## config.mk

```make
export PLATFORM = sky130hd
export DESIGN_NAME = bist_tpg_sisr
export DESIGN_NICKNAME = d
export VERILOG_FILES = /design/src/rtl/bist_tpg_sisr.sv
export SDC_FILE = /design/constraint.sdc
export NUM_CORES = 1
export LEC_CHECK = 0
export ABC_AREA = 1
export CAP_MARGIN = 15
export CORE_MARGIN = 2
export CORE_UTILIZATION = 54
export CTS_BUF_LIST = sky130_fd_sc_hd__clkbuf_4 sky130_fd_sc_hd__clkbuf_8 sky130_fd_sc_hd__clkbuf_16
export DETAILED_ROUTE_END_ITERATION = 10
export PLACE_DENSITY_LB_ADDON = 0.3
export REMOVE_ABC_BUFFERS = 1
export SLEW_MARGIN = 0
export SYNTH_ARGS = -nofsm -noshare
export SYNTH_HDL_FRONTEND = slang
export SYNTH_SLANG_ARGS = --single-unit
```

## constraint.sdc

```tcl
create_clock -name clk -period 3.6 [get_ports clk]
set_clock_uncertainty 0.2 [all_clocks]
set_input_delay 1.08 -clock clk [delete_from_list [all_inputs] [get_ports clk]]
set_output_delay 1.08 -clock clk [all_outputs]
set_load 0.02 [all_outputs]
```

## src/rtl/bist_tpg_sisr.sv

```systemverilog
// BIST wrapper stage: exhaustive 32-pattern generator (all-zero + 5-bit LFSR)
// feeding x1..x5, with a 16-bit serial-input signature register compacting z.
module bist_tpg_sisr #(
  parameter logic [15:0] SIG_POLY = 16'h1021,
  parameter logic [15:0] GOLDEN   = 16'h0000
) (
  input  logic        clk,
  input  logic        rst,
  input  logic        start,
  input  logic        z,
  output logic        x1,
  output logic        x2,
  output logic        x3,
  output logic        x4,
  output logic        x5,
  output logic        busy,
  output logic        done,
  output logic        pass,
  output logic [15:0] signature
);

  localparam logic [1:0] S_IDLE = 2'd0;
  localparam logic [1:0] S_RUN  = 2'd1;
  localparam logic [1:0] S_DONE = 2'd2;

  logic [1:0]  state;
  logic [4:0]  cnt;
  logic [4:0]  pat;
  logic [4:0]  lfsr;
  logic [15:0] sig;
  logic        fb;

  assign fb = sig[15] ^ z;

  always_ff @(posedge clk or posedge rst) begin
    if (rst) begin
      state <= S_IDLE;
      cnt   <= '0;
      pat   <= '0;
      lfsr  <= 5'b00001;
      sig   <= '0;
    end else begin
      case (state)
        S_IDLE, S_DONE: begin
          if (start) begin
            state <= S_RUN;
            cnt   <= '0;
            pat   <= '0;
            lfsr  <= 5'b00001;
            sig   <= '0;
          end
        end
        S_RUN: begin
          sig  <= {sig[14:0], 1'b0} ^ (fb ? SIG_POLY : 16'h0000);
          cnt  <= cnt + 5'd1;
          lfsr <= {lfsr[3:0], lfsr[4] ^ lfsr[2]};
          // Last compaction edge: drop the pattern bus to zero alongside the DONE entry
          if (cnt == 5'd31) begin
            state <= S_DONE;
            pat   <= '0;
          end else begin
            pat <= lfsr;
          end
        end
        default: state <= S_IDLE;
      endcase
    end
  end

  assign {x1, x2, x3, x4, x5} = pat;
  assign busy      = (state == S_RUN);
  assign done      = (state == S_DONE);
  assign pass      = (state == S_DONE) && (sig == GOLDEN);
  assign signature = sig;

endmodule

```

# Word level (Yosys, flattened, before mapping)
# Cells that the tools add are included.
[totals]
reg_bits = 33
inputBits = 4
out_inout_bits = 24
[classes]
addsub = 1
eq_ne = 5
n_mux = 12
bitwise_logic = 3
n_reduce_logical = 7
[ops]
columns = ["cell", "n"]
rows = [
  ["one-hot mux 16 bit (2 select lines)", 1],
  ["one-hot mux 5 bit (2 select lines)", 3],
  ["logical NOT 16 bit", 1],
  ["2-to-1 mux 16 bit", 1],
  ["bitwise XOR 16 x 13 -> 16 bit", 1],
  ["2-to-1 mux 5 bit", 3],
  ["2-to-1 mux 13 bit", 1],
  ["adder 5 x 1 -> 5 bit (second input constant)", 1],
  ["equality test 5 bit (second input constant)", 1],
  ["2-to-1 mux 2 bit", 2],
  ["one-hot mux 2 bit (2 select lines)", 1],
  ["AND reduction 2 bit", 2],
  ["equality test 2 x 1 -> 1 bit (second input constant)", 1],
  ["equality test 2 bit (second input constant)", 1],
  ["logical NOT 2 bit", 1],
  ["!= test 2 x 1 -> 1 bit (second input constant)", 1],
  ["!= test 2 bit (second input constant)", 1],
  ["nonzero test 2 bit", 1],
  ["OR reduction 2 bit", 1],
  ["bitwise XOR 1 bit", 2],
  ["logical AND 1 bit", 1],
]

# Longest topological paths before layout
# Gate-level depths: netlist of run 1.
[depth]
word_depth = 4
mapped_depth = 7
depth_no_buf = 7

# Worst setup path after synthesis of run 1
# No wires, ideal clock.
[synth_timing]
path_kind = "reg-to-output"
startpoint = "register state[0]"
endpoint = "output port pass"
arrival_time_ns = 1.239
required_time_ns = 2.320
slack_ns = 1.081
path_stages_with_launch = 4
n_path_buf = 0
path_cell_list = "dfrtp_1 nor2_1 nand4_1 nor2_1"
[synth_via]
elab_chain_cells = 2
[synth_rtl]
columns = ["item", "line_no", "rtl"]
rows = [
  ["from (decl)", "26", "logic [1:0] state;"],
  ["from (signal assigned)", "37", "state <= S_IDLE;"],
  ["from (signal assigned)", "46", "state <= S_RUN;"],
  ["from (signal assigned)", "59", "state <= S_DONE;"],
  ["equality test 2 bit", "-", ""],
  ["via done", "17", "output logic done,"],
  ["logical AND 1 bit", "73", "assign pass = (state == S_DONE) && (sig == GOLDEN);"],
  ["to (decl)", "18", "output logic pass,"],
]
# The timed path passes the listed nets, and every way through them passes these cells.

# Final worst setup path of run 1
[layout_timing]
startpoint = "register state[0]"
endpoint = "output port pass"
[layout_via]
elab_chain_cells = 2
[layout_rtl]
columns = ["item", "line_no"]
rows = [
  ["equality test 2 bit", "73"],
  ["logical AND 1 bit", "73"],
]
# Every way passes these cells.

==> reports/qor.csv, run 1 <==
stage,metric,value,unit
timing,Final Critical Period,3.05,ns
drt,vias per cell,5.32,
cts,TritonCTS Sinks,33,
drt,DR pass1 iterations,4,
global_route,first-pass GRT wire length,4.94,mm
setup_path,Worst EP required,2.32,ns
floorplanning,die area,3110,µm²
place,Port Buffers,27,
min_path,Hold Path Stages,2,
cts,clk buf depth,2,
global_route,vias in the first global route,1132,
synth,number of synthesized register bits,33,
floorplanning,Die X,55.8,µm
cts,Root Driver,clkbuf_4,
setup_path,worst reg2reg path startpoint,cnt[0],
layout,# fillers,195,
layout,P&R area growth vs syn,23.2,%
setup_path,Critical Path Max Stage Delay,0.61,ns
cts,CTS Hold Bufs,0,
synth,Async SR Flop Fraction,1.00,
floorplanning,die height,55.8,µm
global_route,GRT busiest layer,met2,
drt,drt initial violations,37,
synth,Synth area leader,dfrtp_1,
timing,final hold vios,0,
power,Tot Pwr,0.00184,W
global_route,gr ovfl total,0,
setup_path,Setup crit start kind,register,
cts,H-tree depth,2,
timing,final count of negative-setup-slack endpoints,0,
cts,worst skew pair latency,0.33,ns
synth,Synth area leaders,"dfrtp_1 (55%), nand2_1 (9.3%), o22ai_1 (6.9%)",
drt,final WL,2.90,mm
setup_path,most frequent CP cell,nor2_1,
floorplanning,core box area,2500,µm²
timing,Worst slew margin,0.613,
drt,WL per Instance,13.2,µm
cts,post_cts resized,0,
min_path,WHS Endpoint,pat[0],
synth,"top cells by count, synth","nand2_1 (36), dfrtp_1 (32), inv_1 (26), o22ai_1 (16), nor2_1 (12)",
layout,antenna cells,0,
timing,measured slew at the worst slew-check pin,0.580,ns
power,Power per Cell Area,1030,nW/µm²
global_route,met2 Track Usage GR,0.323,
min_path,min-delay worst type,reg2reg,
synth,Synthesis Warnings,0,
job,number of max-cap violations,0,
timing,final setup TNS,0,ns
timing,worst hold slack,0.303,ns
timing,crit share post-route,0.848,
outcome,status,completed,
setup_path,"Slowest-stage cell, CP",clkdlybuf4s50_1,
timing,max-slew violation count,0,
synth,most used flip-flop cell after synthesis,dfrtp_1,
synth,number of synthesized flops with an enable pin,0,
power,Leak Pwr,0.864,nW
synth,synth unique cells,20,
setup_path,critical path type,reg2out,
global_route,initial antenna violation count,0,
place,pre-CTS WS,0.886,ns
place,GP Congestion,0.760,
synth,mapped cell area,1450,µm²
floorplanning,initial core utilization,0.579,
timing,fmax,0.328,GHz
timing,RSZ-0062 raised after global routing,false,
floorplanning,# rows,18,
cts,postcts setup bufs,0,
min_path,Min-Delay Startpoint,pat[0],
drt,DRC viols,0,
drt,vias,1171,
global_route,M1 GR Usage,0.257,
cts,CTS tree,yes,
cts,number of CTS-inserted buffers,5,
setup_path,Reg2Reg Depth,7,
floorplanning,Ports,28,
drt,antenna-violating nets left,0,
timing,setup ws final,0.547,ns
global_route,pin count of the biggest net entering global routing,22,
setup_path,worst path arrival time,1.77,ns
synth,share of the synthesized area in the top cell type,0.554,
global_route,GRT met3 Usage,0.0558,
synth,sequential cell area fraction in the yosys report,0.572,
setup_path,"Cell Chain, Critical Path","nor2_1, nand4_1, nor2_1, clkdlybuf4s50_1",
global_route,Global Route Usage Sum,0.205,
layout,layout cells sized above 1,0.0947,
setup_path,R2R Setup Slk,1.96,ns
synth,syn_area_per_cell,9.10,µm²
setup_path,CP endpoint kind,output port,
cts,Clock transition at path regs,0.09,ns
synth,Mapped Cells,159,
setup_path,RR Endpoint,pat[2],
layout,number of nets in the layout,195,
synth,most common cell in the synthesized netlist,nand2_1,
place,post-DP HPWL,2.07,mm
power,peak supply drop,634,µV
setup_path,crit-path max FO,3,
## sequential cells by signal (all words and copies together), names as in the netlist
| signal | flops |
|---|---|
| cnt | 5 |
| lfsr | 5 |
| pat | 5 |
| signature | 16 |
| state | 2 |
## routing by layer
metal  routed length (µm)  vias up
met4                   38        0
met3                  147        5
met5                    0        -
met1                 1310      559
li1                     -      571
met2                 1400       36
## cell usage in the layout (no fill, tap or decap)
cell and n:
nand3_1 10, o22ai_1 16, inv_1 26, buf_4 1, clkinv_4 1, o21ai_2 2
nand2_1 36, o21ai_0 1, nand2_2 1, nand2_4 2, clkdlybuf4s50_1 27, clkbuf_4 7
o21ai_1 7, inv_2 2, nor2_1 12, a21oi_1 1, clkbuf_8 1, dfstp_2 1
ha_1 2, nand4_1 2, dfrtp_1 32
## metrics by stage
step / instance area, µm² / util / cells
floorplan: 1400 / - / 154
global placement: 1720 / 0.686 / 212
detailed placement: 1720 / 0.686 / 212
CTS: 1780 / 0.713 / 220
global route: 1780 / 0.713 / 220
finish: 1780 / 0.713 / 220
## where the power goes
| group | switching, W | internal [W] |
|---|---|---|
| clock | 0.000114 | 0.000111 |
| sequential | 0.000131 | 0.000557 |
| combinational | 0.000538 | 0.000389 |
| total | 0.000783 | 0.00106 |
## cell families after synthesis
family                     after synthesis  share of synthesized area
buffers and inverters                   34                      0.111
AOI/OAI and AO/OA                       27                      0.112
adders and majority gates                2                     0.0173
and+or+nand+nor                         63                      0.188
DFF                                     33                      0.572
## worst max-delay path by stage
stage                  start   end  slack, ns  cells past startpoint
floorplan           state[0]  pass       1.08                      3
global placement    state[0]  pass       0.90                      4
detailed placement  state[0]  pass       0.89                      4
CTS                 state[0]  pass       0.52                      4
global route        state[0]  pass       0.43                      4
finish              state[0]  pass       0.55                      4
## layout make-up
type                    count  area (µm²)  share of cell area
flip-flops and latches     33         827               0.464
well taps                  30        37.5              0.0211
multi-input cells          92         459               0.258
clock buffers               8        66.3              0.0372
repair buffers             28         278               0.156
inverters                  29         114              0.0639
## critical path: cells and delay by family (launching register included)
family | cells | cell delay [ns]
buffers and inverters | 1 | 0.61
flip-flops | 1 | 0.43
AND/OR/NAND/NOR | 3 | 0.41
Power figures use the tool's default switching activity.
==> run 2, diff against run 1 <==
CORE_UTILIZATION = 50   (was 54)
clock period = 2.84 ns   (was 3.6 ns; I/O delays follow)
==> reports/qor.csv, run 2 (synthesis gave the netlist of run 1 again) <==
stage,metric,value,unit
outcome,status,completed,
place,dpl cell area,1720,µm²
layout,Final Non-Filler Cells,221,
power,Power per Cell Area,1300,nW/µm²
floorplanning,die area,3340,µm²
layout,# fillers,229,
place,Port Buffers,27,
place,GP Congestion,0.784,
cts,Root Driver,clkbuf_4,
setup_path,worst path arrival time,1.59,ns
power,Leak Pwr,0.869,nW
drt,vias per cell,5.17,
timing,final hold vios,0,
cts,Clock transition at path regs,0.09,ns
global_route,initial antenna violation count,0,
drt,final WL,2.86,mm
global_route,vias in the first global route,1137,
floorplanning,Die X,57.8,µm
min_path,min-delay worst type,reg2reg,
timing,Final Critical Period,2.64,ns
layout,P&R area growth vs syn,22.9,%
place,post-DP HPWL,2.09,mm
drt,DRC viols,0,
drt,antenna-violating nets left,0,
drt,drt initial violations,30,
setup_path,Worst EP required,1.79,ns
global_route,first-pass GRT wire length,4.91,mm
power,Pint,0.00132,W
place,Cells after DPL,213,
power,sw frac,0.427,
floorplanning,# rows,19,
setup_path,CP endpoint kind,output port,
floorplanning,initial core utilization,0.525,
drt,vias,1143,
cts,TritonCTS Sinks,33,
power,P_sw,0.000986,W
global_route,pin count of the biggest net entering global routing,34,
setup_path,Setup crit start kind,register,
layout,Largest register FFs,16,
cts,number of CTS-inserted buffers,5,
floorplanning,core box area,2760,µm²
power,Reg power frac,0.375,
layout,antenna cells,0,
global_route,Global Route Usage Sum,0.196,
cts,CTS Hold Bufs,0,
floorplanning,die height,57.8,µm
layout,"commonest non-fill, non-tap cell in the layout",nand2_1,
setup_path,critical path type,reg2out,
timing,fmax,0.379,GHz
power,Comb pwr share,0.510,
timing,final count of negative-setup-slack endpoints,0,
power,clock share of power,0.115,
min_path,Hold Path Stages,2,
timing,RSZ-0062 raised after global routing,false,
cts,worst skew pair latency,0.32,ns
layout,layout cells sized above 1,0.0947,
layout,fin area,1780,µm²
drt,DR pass1 iterations,4,
timing,final setup TNS,0,ns
timing,crit share post-route,0.929,
cts,CTS tree,yes,
layout,final core utilization,0.645,
timing,measured slew at the worst slew-check pin,0.408,ns
floorplanning,Ports,28,
layout,"commonest cells after routing, fill and taps aside","nand2_1 (36), dfrtp_1 (32), inv_1 (26)",
job,number of max-cap violations,0,
global_route,gr ovfl total,0,
cts,H-tree depth,2,
layout,number of nets in the layout,195,
power,peak supply drop,830,µV
timing,Worst slew margin,0.728,
drt,WL per Instance,13.0,µm
cts,clk buf depth,2,
timing,max-slew violation count,0,
setup_path,crit-path max FO,3,
setup_path,Reg2Reg Depth,7,
## run 2: layout make-up
class	count	area [µm²]	share of cell area
clock buffer	8	60.1	0.0338
inverter	29	114	0.0640
multi-input combinational	92	459	0.258
sequential	33	827	0.465
tap	31	38.8	0.0218
timing repair buffer	28	279	0.157
## run 2: final timing paths
check	to	start	slack [ns]
max in group asynchronous	lfsr[0]	rst	1.42
min in group asynchronous	lfsr[2]	rst	0.70
min reg2reg	pat[3]	pat[3]	0.29
max	done	state[0]	0.20
min	pat[3]	pat[3]	0.29
max reg2reg	pat[4]	cnt[0]	1.23
## run 2: layer usage
metal | share of wire | global-route usage | wire [µm] | vias up
met5 | 0 | 0 | 0 | -
met4 | 0.014 | 0.0831 | 40 | 0
met3 | 0.028 | 0.0469 | 81 | 5
met2 | 0.50 | 0.321 | 1420 | 18
met1 | 0.46 | 0.249 | 1320 | 551
li1 | - | - | - | 569
## run 2: worst max-delay path, stage by stage, from the launching register on
cell and delay, ns:
dfrtp_1 0.43, nor2_1 0.18, clkdlybuf4s50_1 0.65
## run 2: metrics by stage
step / total power [W] / hold slack (ns) / setup slack [ns]
6_report: 0.00231 / 0.288 / 0.201
4_1_cts: 0.00233 / 0.297 / 0.0445
3_5_place_dp: 0.00206 / 0.273 / 0.351
3_3_place_gp: 0.00201 / 0.260 / 0.370
2_1_floorplan: 0.00158 / 0.248 / 0.549
5_1_grt: 0.00248 / 0.314 / 0.111
## run 2: power by group through the flow
stage	Clock [W]	Sequential (W)	Combinational, W
floorplan	0	0.00103	0.000555
global placement	0	0.000864	0.00114
detailed placement	0	0.000874	0.00118
CTS	0.000277	0.000865	0.00119
global route	0.000295	0.000892	0.00129
finish	0.000265	0.000866	0.00118
## run 2: timing repair
| action | in CTS | in global routing |
|---|---|---|
| gates resized for setup | 1 | 1 |
| buffers inserted | 0 | 0 |
| gates cloned | 0 | 0 |
| endpoints found under the setup margin | 1 | 1 |
